===== src/rtl/rr_arbiter8.sv =====
// rr_arbiter8 - 8-requester round-robin arbiter with multi-cycle ownership.
//
// A winner is picked in IDLE by searching upward from last+1 (wrapping 7->0),
// then registered into grant/grant_code/grant_valid. The grant is held until
// the owner drops its request. Every release passes through IDLE, so there is
// always exactly one dead cycle between grants.
//
// Optional feature, enabled by defining RR_ARB_TIMEOUT_EN:
//   an owner that keeps requesting is force-released after HOLD_LIMIT
//   consecutive grant cycles, and timeout pulses for one cycle. Without the
//   macro there is no hold counter, timeout is tied low and a grant is held
//   indefinitely.
//
// Parameters:
//   HOLD_LIMIT   max consecutive grant cycles per owner (2..256), timeout build only
// Ports:
//   clk          system clock, rising edge
//   rst_n        asynchronous active-low reset
//   req[7:0]     request vector, bit i = requester i
//   grant[7:0]   registered one-hot grant, zero when idle
//   grant_code   registered binary index of the grant bit, 0 when idle
//   grant_valid  registered, high exactly when grant is non-zero
//   timeout      one-cycle pulse after an owner is preempted
module rr_arbiter8 #(
   parameter int HOLD_LIMIT = 16
) (
   input  logic       clk,
   input  logic       rst_n,
   input  logic [7:0] req,
   output logic [7:0] grant,
   output logic [2:0] grant_code,
   output logic       grant_valid,
   output logic       timeout
);

   if (HOLD_LIMIT < 2 || HOLD_LIMIT > 256) begin : g_bad_limit
      $error("rr_arbiter8: HOLD_LIMIT must be in 2..256");
   end

   typedef enum logic {IDLE, BUSY} state_e;

   state_e     state_q, state_d;
   logic [7:0] grant_q, grant_d;
   logic [2:0] code_q, code_d;
   logic [2:0] last_q, last_d;
   logic       valid_q, valid_d;
   logic       preempt;

   logic       win_found;
   logic [2:0] win_idx;

   // Rotating priority search: last+1 is checked first, last itself last,
   // so the previous owner has the lowest priority.
   always_comb begin
      win_found = 1'b0;
      win_idx   = 3'd0;
      for (int k = 1; k <= 8; k++) begin
         logic [2:0] cand;
         cand = last_q + 3'(k);
         if (!win_found && req[cand]) begin
            win_found = 1'b1;
            win_idx   = cand;
         end
      end
   end

   always_comb begin
      state_d = state_q;
      grant_d = grant_q;
      code_d  = code_q;
      valid_d = valid_q;
      last_d  = last_q;
      case (state_q)
         IDLE: begin
            if (win_found) begin
               grant_d          = 8'h00;
               grant_d[win_idx] = 1'b1;
               code_d           = win_idx;
               valid_d          = 1'b1;
               state_d          = BUSY;
            end
         end
         BUSY: begin
            // A preemption is handled exactly like a voluntary release.
            if (!req[code_q] || preempt) begin
               grant_d = 8'h00;
               code_d  = 3'd0;
               valid_d = 1'b0;
               last_d  = code_q;
               state_d = IDLE;
            end
         end
         default: state_d = IDLE;
      endcase
   end

   always_ff @(posedge clk or negedge rst_n) begin
      if (!rst_n) begin
         state_q <= IDLE;
         grant_q <= 8'h00;
         code_q  <= 3'd0;
         valid_q <= 1'b0;
         last_q  <= 3'd7;
      end else begin
         state_q <= state_d;
         grant_q <= grant_d;
         code_q  <= code_d;
         valid_q <= valid_d;
         last_q  <= last_d;
      end
   end

`ifdef RR_ARB_TIMEOUT_EN
   localparam int CW = $clog2(HOLD_LIMIT);

   logic [CW-1:0] hold_q, hold_d;
   logic          timeout_q;

   // The counter is 0 in the first grant cycle, so reaching HOLD_LIMIT-1
   // means the owner has held for HOLD_LIMIT cycles.
   assign preempt = (state_q == BUSY) && req[code_q] &&
                    (hold_q == CW'(HOLD_LIMIT - 1));

   always_comb begin
      hold_d = '0;
      if (state_q == BUSY) hold_d = hold_q + CW'(1);
   end

   always_ff @(posedge clk or negedge rst_n) begin
      if (!rst_n) begin
         hold_q    <= '0;
         timeout_q <= 1'b0;
      end else begin
         hold_q    <= hold_d;
         timeout_q <= preempt;
      end
   end

   assign timeout = timeout_q;
`else
   assign preempt = 1'b0;
   assign timeout = 1'b0;
`endif

   assign grant       = grant_q;
   assign grant_code  = code_q;
   assign grant_valid = valid_q;

endmodule


===== config.mk =====
export PLATFORM = sky130hd
export DESIGN_NAME = rr_arbiter8
export DESIGN_NICKNAME = d
export VERILOG_FILES = /design/src/rtl/rr_arbiter8.sv
export SDC_FILE = /design/constraint.sdc
export NUM_CORES = 1
export LEC_CHECK = 0
export CAP_MARGIN = 20
export CORE_AREA = 8 8 86 88
export CTS_CLUSTER_DIAMETER = 120
export CTS_CLUSTER_SIZE = 20
export DETAILED_ROUTE_END_ITERATION = 10
export DIE_AREA = 0 0 94 96
export GPL_ROUTABILITY_DRIVEN = 0
export PLACE_DENSITY = 0.59
export SETUP_SLACK_MARGIN = 0.4
export SLEW_MARGIN = 40
export SYNTH_ARGS = -nofsm -noshare
export SYNTH_HDL_FRONTEND = slang
export SYNTH_SLANG_ARGS = --single-unit

===== constraint.sdc =====
create_clock -name clk -period 4.3 [get_ports clk]
set_input_delay 1.075 -clock clk [delete_from_list [all_inputs] [get_ports clk]]
set_output_delay 1.075 -clock clk [all_outputs]
set_load 0.02 [all_outputs]

==> flow_summary.toml, run 1 <==
[min_path]
hold_class = "register to register"

[drt]
drc = 0
drtIter0Drc = 100
dr.pass1.iters = 4
antenna_left = 0
num_vias = 1561
viasPerCell = 5.78
wl_per_cell_um = 16.7
wl_um = 4500

[sta]
finalMaxSlewViolations = 0
max_freq_mhz = 270
fin_crit_sh_pct = 86.2
clock_skew_ns = 0.00239
setup_viol_count_final = 0
worst_pin_slew_ns = 0.670
fin_tns_setup_ns = 0
slew_headroom_pct = 55.0
hold_viol = 0
period_needed_ns = 3.71
rsz0062_at_grt = "no"

[logic_synthesis]
ys_seq_area_share_pct = 22.8
synthFlopType = "dfrtp_1"
synth_xor_area_share_pct = 0.990
ys_types = 47
syn_nets = 189
synth_edf_count = 0
synth-compound-area-share_pct = 26.4
yosys-top-cells-area = "dfrtp_1 18%, mux4_2 18%, dfstp_2 4.5%, mux2i_1 4.0%, mux2_2 3.8%"
ys_warn_count = 0
synth-simple-area-share_pct = 14.0
synth_top_family_by_area = "multiplexers"
synth_cells = 177
muxShareOfSynthArea_pct = 28.8
synth_fa_ha_area_share_pct = 1.41
synth_seq_cells = 16
postSynthAreaPerCell_um2 = 10.0
synth.largest_area_cell = "dfrtp_1"
synth_top_area_share_pct = 18.4
yosysMostFrequentCell = "mux4_2"
synth_area_um2 = 1770
ys_async_sr_fraction_pct = 100
yosys-top-cells-count = "14 x mux4_2, 13 x dfrtp_1, 12 x nor2_1"

[final_layout]
instances_no_fill = 270
num_antenna_cells = 0
nets = 206
final_layout_size_suffix_gt1_share_pct = 19.7
syn2layout_area_growth_pct = 17.3

[clock_tree]
cts_buffer_depth = 2
clkTransAtPathRegs_ns = 0.06
cts-htree-levels = 1
tritoncts = "built"
hold_buffers = 0
clock_latency_ns = 0.25
post_cts.repair.setup_buffers = 0
cts_buffers = 3
cts_root_buffer = "clkbuf_8"
cts.sinks = 16

[outcome]
status = "finished, final reports clean"

[die]
core_area_um2 = 6100
die_w_um = 94
io_pins = 23
dieHeight_um = 96
rows = 29
start_util_pct = 29.0
dieArea_um2 = 9020

[global_routing]
antenna_found_initial = 0
grt-ovfl-total = 0
grt_pass1_vias = 1550
grt_first_pass_wirelength_um = 7780
grtUsageTotal_pct = 10.6
grt_max_degree = 24

[pwr]
power-per-cell-area_nw_per_um2 = 866
max-vdd-ir-drop_mv = 0.385
power_leakage_nw = 0.773

[critical_path]
worst_path_max_delay_cell = "mux4_2"
slowest_delay_ns = 0.63
rrSetupSlack_ns = 0.74
required_ns = 4.44
worst_setup_path_start_kind = "input port"
path_class = "input port to register"
critPathArrivalTime_ns = 3.85
crit_path_cell_trace = "clkdlybuf4s50_1 -> mux4_2 -> mux2_2 -> o32ai_2 -> a221oi_1 -> a211o_1 -> and3_1 -> a32o_1"
critPathMaxFanout = 9
end_kind = "register"

[place]
dp_cells = 266
dpl.hpwl_um = 3490
portBuffers = 21

[run]
drv_cap = 0
[routing by layer]
layer | vias up | wire length [um] | track usage, %
met3 | 8 | 150 | 2.03
met2 | 35 | 2250 | 17.6
met5 | - | 0 | 0
met4 | 0 | 71 | 2.77
li1 | 750 | - | -
met1 | 768 | 2030 | 13.7
[cells by family after synthesis]
family | Yosys count
xor+xnor | 2
mux | 31
buf+inv | 18
fa+ha+maj | 2
compound gates | 57
other cells | 1
flops | 16
simple gates | 50
[critical path, delay by kind of cell]
family / cells / cell delay [ns]
buffers and inverters: 1 / 0.55
muxes: 2 / 0.96
AOI/OAI and AO/OA: 4 / 1.01
and+or+nand+nor: 1 / 0.24
[area by class of cell]
type,count,area [um2]
flip-flops and latches,16,404
clock buffers,4,55.1
multi-input cells,143,1270
inverters,7,26.3
well taps,77,96.3
repair buffers,23,220
fillers,628,4020
[sequential cells by signal, indices dropped and copies added, names as in the netlist]
register	flops
state_q	1
grant_valid	1
grant	8
grant_code	3
last_q	3
[layout by cell type, fill, tap and decap left out, types with 3 or more instances in the layout]
| cell | count |
|---|---|
| nor3_1 | 5 |
| a21o_1 | 3 |
| nor2b_1 | 6 |
| clkdlybuf4s50_1 | 20 |
| clkbuf_8 | 4 |
| a32o_1 | 4 |
| or3_1 | 4 |
| mux2_2 | 6 |
| mux4_2 | 14 |
| mux2_4 | 3 |
| dfstp_2 | 3 |
| inv_1 | 7 |
| o31ai_1 | 5 |
| o21ai_1 | 4 |
| dfrtp_1 | 13 |
| o21ai_0 | 3 |
| o221ai_1 | 3 |
| a211oi_1 | 3 |
| mux2i_1 | 7 |
| a21oi_1 | 4 |
| a221o_1 | 4 |
| and3_1 | 3 |
| nand3_1 | 9 |
| nand2_1 | 8 |
| a22o_1 | 3 |
| a2111oi_0 | 3 |
| nor2_1 | 12 |
[metrics by stage]
| stage | util (%) | total power [W] | cell area, um2 | hold slack, ns | worst slack (ns) |
|---|---|---|---|---|---|
| final | 34.0 | 0.00180 | 2070 | 0.480 | 0.592 |
| after CTS | 34.1 | 0.00181 | 2080 | 0.488 | 0.542 |
| after global routing | 34.0 | 0.00196 | 2070 | 0.520 | 0.414 |
| after global placement | 33.2 | 0.00166 | 2020 | 0.462 | 0.275 |
| after floorplan | - | 0.00135 | 1770 | 0.503 | 0.826 |
| after detailed placement | 33.2 | 0.00166 | 2020 | 0.472 | 0.273 |
[worst paths after layout]
kind / start / end / cells after the start
setup / recovery: req[4] / grant[0] / 8
hold / removal: grant_valid / grant_valid / 2
setup reg to reg: last_q[1] / grant[0] / 9
hold reg to reg: grant_valid / grant_valid / 2
max in group asynchronous: rst_n / last_q[2] / 1
min in group asynchronous: rst_n / grant_valid / 1
[power breakdown]
part / total (W) / switching [W] / internal, W
clock network: 0.000134 / 0.0000527 / 0.0000813
logic: 0.00136 / 0.000760 / 0.000599
registers: 0.000304 / 0.0000885 / 0.000216
[timing repair]
action,CTS,global route
resized for setup,0,1
endpoints found under the hold margin,0,0
setup endpoints to repair,0,4
Note: power is estimated with default switching activity, not from simulation.
==> run 2, diff against run 1 <==
- PLACE_DENSITY: 0.59 -> not set
- PLACE_DENSITY_LB_ADDON: not set -> 0.1
==> run 2 against run 1 <==
Effect of this change: flip-flop and latch count is the same; sequential share of layout area shrank 0.37 points; utilization grew 0.66 points; non-clock buffer count grew 3; critical path depth is the same; register-to-register slack gained 0.40 ns; clock power is essentially flat; combinational power grew 5%; sequential power shrank 6.9%; global-route usage grew 1.1 points; largest cell class unchanged.
==> flow_summary.toml, run 2 (same netlist as run 1, synthesis figures left out) <==
[clock_tree]
tritoncts = "built"
cts_buffers = 3
cts.repair.resized = 0
post_cts.repair.setup_buffers = 0
cts_buffer_depth = 2
clock_latency_ns = 0.25
clkTransAtPathRegs_ns = 0.06
cts-htree-levels = 1
cts_root_buffer = "clkbuf_8"
hold_buffers = 0
cts.sinks = 16

[critical_path]
critical_path_depth = 8
required_ns = 4.43
rr_worst_depth = 9
slowest_delay_ns = 0.63
path_buf_inv = 1
critPathMaxFanout = 9
crit_family = "compound AO/OA/AOI/OAI gates"
timing.rr.end = "grant[2]"
critical_path.startpoint = "req[4]"
crit_path_cell_trace = "clkdlybuf4s50_1 -> mux4_2 -> mux2_2 -> o32ai_2 -> a221oi_1 -> a211o_1 -> and3_1 -> a32o_1"
worst_path_max_delay_cell = "mux4_2"
rr_startpoint = "last_q[0]"
path_class = "input port to register"
rrSetupSlack_ns = 1.14
end_kind = "register"
worst_setup_path_start_kind = "input port"
critPathCapture = "grant[0]"
critPathArrivalTime_ns = 3.85

[global_routing]
antenna_found_initial = 0
grt-ovfl-total = 0
grt_pass1_vias = 1646
grt_max_degree = 24
grtUsageTotal_pct = 11.6
grt_first_pass_wirelength_um = 8400

[drt]
num_vias = 1631
dr.pass1.iters = 4
drc = 0
wl_um = 5020
wl_per_cell_um = 18.4
viasPerCell = 5.97
drtIter0Drc = 114
antenna_left = 0

[die]
dieHeight_um = 96
core_area_um2 = 6100
start_util_pct = 29.0
rows = 29
dieArea_um2 = 9020
die_w_um = 94
io_pins = 23

[sta]
max_freq_mhz = 269
slew_headroom_pct = 51.3
rsz0062_at_grt = "no"
finalMaxSlewViolations = 0
worst_slack_ns = 0.586
period_needed_ns = 3.71
clock_skew_ns = 0.00284
fin_crit_sh_pct = 86.4
hold_viol = 0
setup_viol_count_final = 0
worst_pin_slew_ns = 0.728
fin_tns_setup_ns = 0
timing.hold.ws_ns = 0.481

[final_layout]
final_cell_mix = "21 x clkdlybuf4s50_1, 14 x mux4_2, 13 x dfrtp_1"
largest_reg_flops = 8
multi_input_area_um2 = 1280
fillCellCount = 635
mostFrequentLayoutCell = "clkdlybuf4s50_1"
final_layout_size_suffix_gt1_share_pct = 20.4
syn2layout_area_growth_pct = 19.5
nets = 209
final_core_util_pct = 34.7
num_antenna_cells = 0
final-seq-area_um2 = 404

[pwr]
max-vdd-ir-drop_mv = 0.378
power-per-cell-area_nw_per_um2 = 874
pwr-share-clk_pct = 7.1
p_seq_share_pct = 15.3
p_int_w = 0.000919
netSwitchingFraction_pct = 50.3
p_sw_w = 0.000930
power_leakage_nw = 0.787
comb_power_share_pct = 77.6
power.total_w = 0.00185

[place]
dpl.hpwl_um = 3820
portBuffers = 21
place_ws_ns = 0.234

[outcome]
status = "finished, final reports clean"

[min_path]
hold_class = "register to register"

[run]
drv_cap = 0
## run 2: cell types whose count changed in the layout (fill, tap and decap cells not counted), sizes merged
cell,change
buf,+2
clkdlybuf4s50,+1
## run 2: worst min-delay path by stage
stage | cells after the start | startpoint | end
2_1_floorplan | 1 | state_q | state_q
3_3_place_gp | 2 | grant_valid | grant_valid
3_5_place_dp | 2 | grant_valid | grant_valid
4_1_cts | 2 | grant_valid | grant_valid
5_1_grt | 1 | grant[1] | grant[1]
6_report | 2 | grant_valid | grant_valid
## run 2: worst min-delay path, cell delays in order (launching register included)
cell,delay (ns)
dfrtp_1,0.34
nand2_1,0.05
nand2_1,0.06
## run 2: power by group through the flow
stage	combinational [W]	sequential, W	clock [W]
global route	0.00159	0.000295	0.000144
finish	0.00143	0.000283	0.000132
CTS	0.00142	0.000285	0.000137
detailed placement	0.00141	0.000287	0
floorplan	0.00106	0.000290	0
global placement	0.00143	0.000286	0
## run 2: per-layer routing
metal  vias to the layer above  wire length, um  track usage (%)
met2                        44             2470             18.7
li1                        751                -                -
met5                         -                0                0
met1                       826             2300             15.3
met4                         0               79             3.04
met3                        10              176             2.73
## run 2: cell type report
cell class	instances	share of cell area (%)
sequential	16	19.1
timing repair buffer	26	11.7
clock buffer	4	2.60
tap	77	4.56
multi-input combinational	143	60.8
inverter	7	1.24
## run 2: stage by stage
stage | cell area [um2] | instances
6_report | 2110 | 273
5_1_grt | 2110 | 273
4_1_cts | 2100 | 273
3_5_place_dp | 2050 | 269
3_3_place_gp | 2050 | 269
2_1_floorplan | 1770 | 177
==> run 3, diff against run 2 <==
- SKIP_CTS_REPAIR_TIMING: not set -> 1
==> results of run 3 <==
Final layout, timing and power as in run 2 (identical DEF).
